## config.mk

```make
export PLATFORM = sky130hd
export DESIGN_NAME = barrel_shift_pipe
export DESIGN_NICKNAME = d
export VERILOG_FILES = /design/src/rtl/barrel_shift_pipe.sv
export SDC_FILE = /design/constraint.sdc
export NUM_CORES = 1
export LEC_CHECK = 0
export ABC_AREA = 1
export CAP_MARGIN = 20
export CORE_ASPECT_RATIO = 0.7
export CORE_MARGIN = 8
export CORE_UTILIZATION = 53
export CTS_CLUSTER_DIAMETER = 50
export CTS_CLUSTER_SIZE = 10
export DETAILED_ROUTE_END_ITERATION = 6
export MAX_ROUTING_LAYER = met4
export PLACE_DENSITY = 0.8
export SLEW_MARGIN = 40
export SYNTH_ARGS = -nofsm -noshare
export SYNTH_HDL_FRONTEND = slang
export SYNTH_SLANG_ARGS = --single-unit
```

## constraint.sdc

```tcl
create_clock -name i_clk -period 1.2 [get_ports i_clk]
set_input_delay 0.18 -clock i_clk [delete_from_list [all_inputs] [get_ports i_clk]]
set_output_delay 0.18 -clock i_clk [all_outputs]
set_load 0.1 [all_outputs]
```

## src/rtl/barrel_shift_pipe.sv

```systemverilog
// ---------------------------------------------------------------------------
// barrel_shift_pipe
//   Pipelined rotate / logical shift / arithmetic shift, left or right, on a
//   BIT-wide word. There is one register stage per mux level, so there are
//   S = $clog2(BIT) stages. Stage k shifts by 2^(S-1-k) when shift-amount
//   bit S-1-k is set. A word appears on o_valid S cycles after it is accepted.
//   The pipeline has a single global enable, so a stalled consumer holds
//   every stage.
//
// Parameters
//   BIT    data width, a power of two, >= 2
//   TAG_W  sideband tag width, >= 1
//
// Ports
//   i_clk, i_rst        clock and synchronous active-high reset
//   i_valid / o_ready   input handshake
//   i_data, i_tag       input word and tag; the tag passes through unchanged
//   i_sel_left          1 = left, 0 = right
//   i_mode              00 rotate, 01 logical, 10 arithmetic, 11 bypass
//   i_shifter           shift amount, 0..BIT-1
//   o_valid / i_ready   output handshake
//   o_data, o_tag       shifted result and its tag
// ---------------------------------------------------------------------------
module barrel_shift_pipe #(
  parameter int BIT   = 8,
  parameter int TAG_W = 4
) (
  input  logic                     i_clk,
  input  logic                     i_rst,
  input  logic                     i_valid,
  output logic                     o_ready,
  input  logic [BIT-1:0]           i_data,
  input  logic [TAG_W-1:0]         i_tag,
  input  logic                     i_sel_left,
  input  logic [1:0]               i_mode,
  input  logic [$clog2(BIT)-1:0]   i_shifter,
  output logic                     o_valid,
  input  logic                     i_ready,
  output logic [BIT-1:0]           o_data,
  output logic [TAG_W-1:0]         o_tag
);

  localparam int S = $clog2(BIT);

  typedef enum logic [1:0] {
    MODE_ROT = 2'b00,
    MODE_LSH = 2'b01,
    MODE_ASH = 2'b10,
    MODE_BYP = 2'b11
  } mode_e;

  // Everything a word needs on its way through the stages. The sign bit is
  // captured at accept, because earlier right shifts move the data MSB.
  typedef struct packed {
    logic [BIT-1:0]   data;
    logic [TAG_W-1:0] tag;
    logic             left;
    mode_e            mode;
    logic             sign;
    logic [S-1:0]     shamt;
  } word_t;

  word_t          in_word;
  word_t          stage_in [S];
  word_t          stage_d  [S];
  word_t          stage_q  [S];
  logic [S-1:0]   valid_q;
  logic           en;

  // One mux level: shift by a fixed amount 'amt' when do_shift is set.
  // Arithmetic left is the same as logical left. Arithmetic right with the
  // sign set fills with ones: invert, shift in zeros, invert back.
  function automatic word_t shift_level(input word_t w, input int amt,
                                        input logic do_shift);
    word_t r;
    r = w;
    if (do_shift) begin
      case (w.mode)
        MODE_ROT: r.data = w.left ? ((w.data << amt) | (w.data >> (BIT - amt)))
                                  : ((w.data >> amt) | (w.data << (BIT - amt)));
        MODE_LSH: r.data = w.left ? (w.data << amt) : (w.data >> amt);
        MODE_ASH: r.data = w.left ? (w.data << amt)
                                  : (w.sign ? ~(~w.data >> amt) : (w.data >> amt));
        default:  r.data = w.data;
      endcase
    end
    return r;
  endfunction

  assign en      = ~o_valid | i_ready;
  assign o_ready = en;
  assign o_valid = valid_q[S-1];
  assign o_data  = stage_q[S-1].data;
  assign o_tag   = stage_q[S-1].tag;

  always_comb begin
    // NOTE: the combinational blocks assign every output first, so each path
    // drives a value and no latch is inferred. They use blocking '=' because
    // later lines read values computed earlier in the same pass.
    in_word = '{data:  i_data,
                tag:   i_tag,
                left:  i_sel_left,
                mode:  mode_e'(i_mode),
                sign:  i_data[BIT-1],
                shamt: i_shifter};
    stage_in[0] = in_word;
    for (int k = 1; k < S; k++) stage_in[k] = stage_q[k-1];
    for (int k = 0; k < S; k++)
      stage_d[k] = shift_level(stage_in[k], 1 << (S - 1 - k),
                               stage_in[k].shamt[S-1-k]);
  end

  // Reset takes priority over en. While en is high, every stage advances.
  // Bubbles move along with their (don't-care) data and are never collapsed.
  always_ff @(posedge i_clk) begin
    // NOTE: the data and tag registers are reset along with the valid bits.
    // A reset must leave o_data and o_tag reading zero, not stale contents.
    if (i_rst) begin
      valid_q <= '0;
      for (int k = 0; k < S; k++) stage_q[k] <= '0;
    end else if (en) begin
      // NOTE: non-blocking '<=' here. Every stage samples the value its
      // predecessor held before this edge, which makes a real shift register.
      valid_q[0] <= i_valid;
      for (int k = 1; k < S; k++) valid_q[k] <= valid_q[k-1];
      stage_q <= stage_d;
    end
  end

endmodule

```

# ---- Word-level counts from Yosys, hierarchy flattened
# Index checks and enable logic that the tools add are counted.
dict set report word_totals {
  register_bits 50
  word_cells 54
}
dict set report op_classes {
  n_eq_ne 6
  n_mux 17
  bitwise 13
  n_reduce_logical 3
}
# cell count
set ops {}
lappend ops {{2-to-1 mux 8 bit} 14}
lappend ops {{case mux 8 bit (3 select lines)} 3}
lappend ops {{NOT 8 bit} 3}
lappend ops {{NOT 4 -> 8 bit} 1}
lappend ops {{NOT 6 -> 8 bit} 1}
lappend ops {{NOT 7 -> 8 bit} 1}
lappend ops {{bitwise OR 4 x 8 -> 8 bit} 1}
lappend ops {{bitwise OR 6 x 8 -> 8 bit} 1}
lappend ops {{bitwise OR 7 x 8 -> 8 bit} 1}
lappend ops {{bitwise OR 8 x 1 -> 8 bit} 1}
lappend ops {{bitwise OR 8 x 2 -> 8 bit} 1}
lappend ops {{== test 2 x 1 -> 1 bit, second input constant} 3}
lappend ops {{== test 2 bit, second input constant} 3}
lappend ops {{logical NOT 2 bit} 3}
lappend ops {{NOT 1 bit} 1}
lappend ops {{bitwise OR 1 bit} 1}

# ---- Longest topological paths before layout
dict set report logic_depth {
  depth_word 6
  depth_mapped 8
  depth_no_buf 7
}

# ---- Worst setup path before layout
# Ideal clock, no wire load.
dict set report synth_path {
  path_type {reg2reg}
  startpoint {register valid_q[2]}
  endpoint {register stage_q (netlist bit o_data[5])}
  t_arrival_ns 1.770
  path_slack_ns -0.643
  path_stages_with_launch 5
  cell_sequence {dfxtp_1 nand2_2 buf_4 buf_2 a21oi_1}
}
dict set report synth_between {
  elab_chain_cells 2
}
# element line
set synth_lines {}
lappend synth_lines {{start: declaration} 67} ;# logic [S-1:0] valid_q;
lappend synth_lines {{start signal: assignment} 119} ;# valid_q <= '0;
lappend synth_lines {{NOT 1 bit} 90} ;# assign en = ~o_valid | i_ready;
lappend synth_lines {{bitwise OR 1 bit} 90}
lappend synth_lines {{named net o_ready} 31} ;# output logic o_ready,
lappend synth_lines {{end signal: assignment} 126} ;# stage_q <= stage_d;
lappend synth_lines {{end: declaration} 66} ;# word_t stage_q [S];
# The timed path passes the listed nets, and every way through them passes these cells.
# A chain may end at the register's enable or synchronous reset.

# ---- Worst setup path in the final report
dict set report layout_path {
  startpoint {register valid_q[2]}
  endpoint {output port o_ready}
}
dict set report layout_between {
  elab_chain_cells 2
}
# element line
set layout_lines {}
lappend layout_lines {{NOT 1 bit} 90}
lappend layout_lines {{bitwise OR 1 bit} 90}
lappend layout_lines {{end: declaration} 31}
# Every way passes these cells.

==> impl_metrics.toml <==
[routing]
vias = 2519
firstDrtPassIters = 5
vias_per_cell = 5.57
drc = 0
wl_microns = 6550
drt-initial-drc-count = 167
wire_per_inst_microns = 14.5
ant_nets = 0

[global_route]
grt_pass1_vias = 2335
grtUsageMet2_pct = 30.0
grt_pass1_wl_microns = 10600
busiest_layer = "met2"
grt.overflow.total = 0
grt_use_met3_pct = 5.46
antenna_found_initial = 0
grt_usage_pct = 19.9
grtUsageMet1_pct = 25.0
grt_start_max_net_pins = 19

[clocking]
cts.sinks = 50
clk_path_buf_depth = 2
clk_latency_ns = 0.30
cts.clk_slew.worst_paths_ns = 0.09
cts_buffers = 5
cts_htree_levels = 2
root_buffer = "clkbuf_8"
cts_tree = "yes"

[sta]
worst_pin_slew_ns = 0.275
hold_slack_ns = 0.343
slew_headroom_pct = 81.6
fin_ws_ns = 0.00302
final-hold-violation-count = 0
clock.fmax_mhz = 835
min_period_ns = 1.20
period_share_pct = 99.7
maxSlewViolCount = 0
skew_ns = 0.00509
rsz0062_at_grt = "true"
finalSetupViolations = 0

[run_status]
outcome = "completed"

[power]
switching_power_mw = 1.23
switching_share_pct = 30.0
p_leak_nw = 1.41
p_comb_share_pct = 23.8
power_density_nw_per_um2 = 1260
irDropWorstVdd_uv = 894
power_report.internal_total_mw = 2.86
seqPwrFrac_pct = 46.2
clockPowerShare_pct = 30.0

[synth]
synth_xor_area_share_pct = 0
synth_simple_gate_area_share_pct = 21.0
syn_inst = 347
avgSynthCellArea_sq_um = 6.84
yosys-mux-area-fraction_pct = 0
ys_ff_latch = 50
ys_warn_count = 0
syn-num-nets = 369
ys_types = 20
synth_top_family_by_area = "compound AO/OA/AOI/OAI gates"
syn-cell-area_sq_um = 2370
synth_seq_area_share_pct = 42.2
synth_fa_ha_area_share_pct = 0
synth_compound_gate_area_share_pct = 26.1

[placement]
io_buffers = 35
dpl_cell_area_sq_um = 3050
pre_cts_ws_ns = -0.283
dp_hpwl_microns = 4350
dp_cells = 440
routabilityCongestion = 0.922

[floorplanning]
start_util_pct = 54.8
core_area_sq_um = 4330
num_rows = 20
dieWidth_microns = 96.0
io_pins = 36
die-height_microns = 72.0
dieArea_sq_um = 6910

[setup_path]
critical-path-max-stage-delay_ns = 0.37
path_delay_family = "flip-flops"
path_common_cell = "buf_12"
critPathKind = "flop to output port"
critPathLaunchType = "flop"
cpMaxStageDelayCell = "dfxtp_4"
worstPathRequired_ns = 1.02
critical_path.max_fanout = 2
crit_chain = "nand2_4 > buf_12 > buf_12"
path_buf_inv = 2
cp.arrival_ns = 1.02
critPathCaptureType = "output port"

[finish]
antenna_cells = 0
layout-area-overhead-vs-synth_pct = 36.9
drive_above_1_share_pct = 19.6
final_cells = 452
nets = 418
finalInstanceArea_sq_um = 3250

[min_path]
hold_path.class = "input pin to flop"

[job]
cap_violations = 0
worst register-to-register path: stages, from the launching register on:
cell     delay [ns]
dfxtp_1        0.40
nand2_1        0.14
nand2_4        0.18
inv_1          0.08
nand4_1        0.10
nand2_1        0.06
a21oi_1        0.12
cell usage after synthesis:
master,number,area (sq um)
nand3_2,1,10.0
o21ai_1,24,120
nand4_1,3,18.8
buf_4,5,37.5
a21oi_1,44,220
a211oi_1,1,7.51
buf_6,3,33.8
buf_2,11,55.1
dfxtp_1,50,1000
nand2_2,4,25.0
o21ai_0,49,245
nand2_1,59,221
clkbuf_1,2,7.51
o22ai_1,2,12.5
nor2_2,2,12.5
a31oi_1,2,12.5
inv_1,24,90.1
nor2_1,43,161
nand3_1,10,50.1
inv_2,8,30.0
power groups by stage:
stage	Combinational, mW	Clock (mW)	Sequential, mW
floorplan	0.383	0	2.10
global placement	0.912	0	1.91
detailed placement	0.932	0	1.92
CTS	0.956	1.25	1.88
global route	1.05	1.31	1.90
finish	0.972	1.22	1.89
state kept, by name (all words and copies together) (netlist names):
name,count
o_data,8
o_tag,4
stage_d,19
stage_in,16
valid_q,3
metrics by stage:
step	utilization [%]	TNS, ns	power (mW)
after floorplan	-	-0.116	2.49
after global placement	70.5	-4.90	2.83
after detailed placement	70.5	-6.21	2.85
after CTS	74.4	-0.0117	4.09
after global routing	75.0	-0.124	4.26
final	75.0	0	4.08
placed cells by master (no fill, tap or decap):
cell type / n
a211oi_1: 1
a21oi_1: 43
a21oi_2: 1
a31oi_1: 2
buf_12: 18
buf_4: 22
buf_6: 1
bufbuf_16: 1
bufinv_16: 1
clkbuf_1: 1
clkbuf_8: 6
clkdlybuf4s50_1: 19
dfxtp_1: 38
dfxtp_2: 11
dfxtp_4: 1
dlymetal6s2s_1: 2
inv_1: 24
inv_2: 8
nand2_1: 59
nand2_2: 1
nand2_4: 3
nand3_1: 10
nand3_2: 1
nand4_1: 3
nor2_1: 42
nor2_2: 3
o21ai_0: 47
o21ai_1: 26
o22ai_1: 2
worst paths after layout:
| check | from | endpoint | slack (ns) | depth (start not counted) |
|---|---|---|---|---|
| max reg2reg | stage_d[24] | stage_in[18] | 0.07 | 6 |
| max | valid_q[2] | o_ready | 0.003 | 3 |
| min reg2reg | valid_q[1] | valid_q[2] | 0.48 | 2 |
| min | i_mode[0] | stage_in[37] | 0.34 | 4 |
routing by layer:
metal	part of all wire (%)	vias up
li1	-	1239
met2	46	100
met5	0	-
met1	45	1166
met4	1.6	0
met3	7.7	14
area by class of cell:
class                      instances  area (sq um)
timing repair buffer              63           785
tap                               55          68.8
sequential                        50          1020
multi-input combinational        244          1140
clock inverter                     1          30.0
inverter                          32           120
clock buffer                       7          86.3
fill                             342          1080
kinds of logic (layout without fill, tap and decap cells):
| group | Yosys count | in the layout |
|---|---|---|
| AOI/OAI and AO/OA | 122 | 122 |
| and+or+nand+nor | 122 | 122 |
| buffers and inverters | 53 | 103 |
| DFF | 50 | 50 |
what timing repair did:
action	4_1_cts	5_1_grt
setup buffers	3	0
setup endpoints to repair	1	24
pin swaps	1	1
hold buffers	0	0
endpoints found under the hold margin	0	0
gates resized for setup	0	9
cloned	1	0
Power figures use the tool's default switching activity.
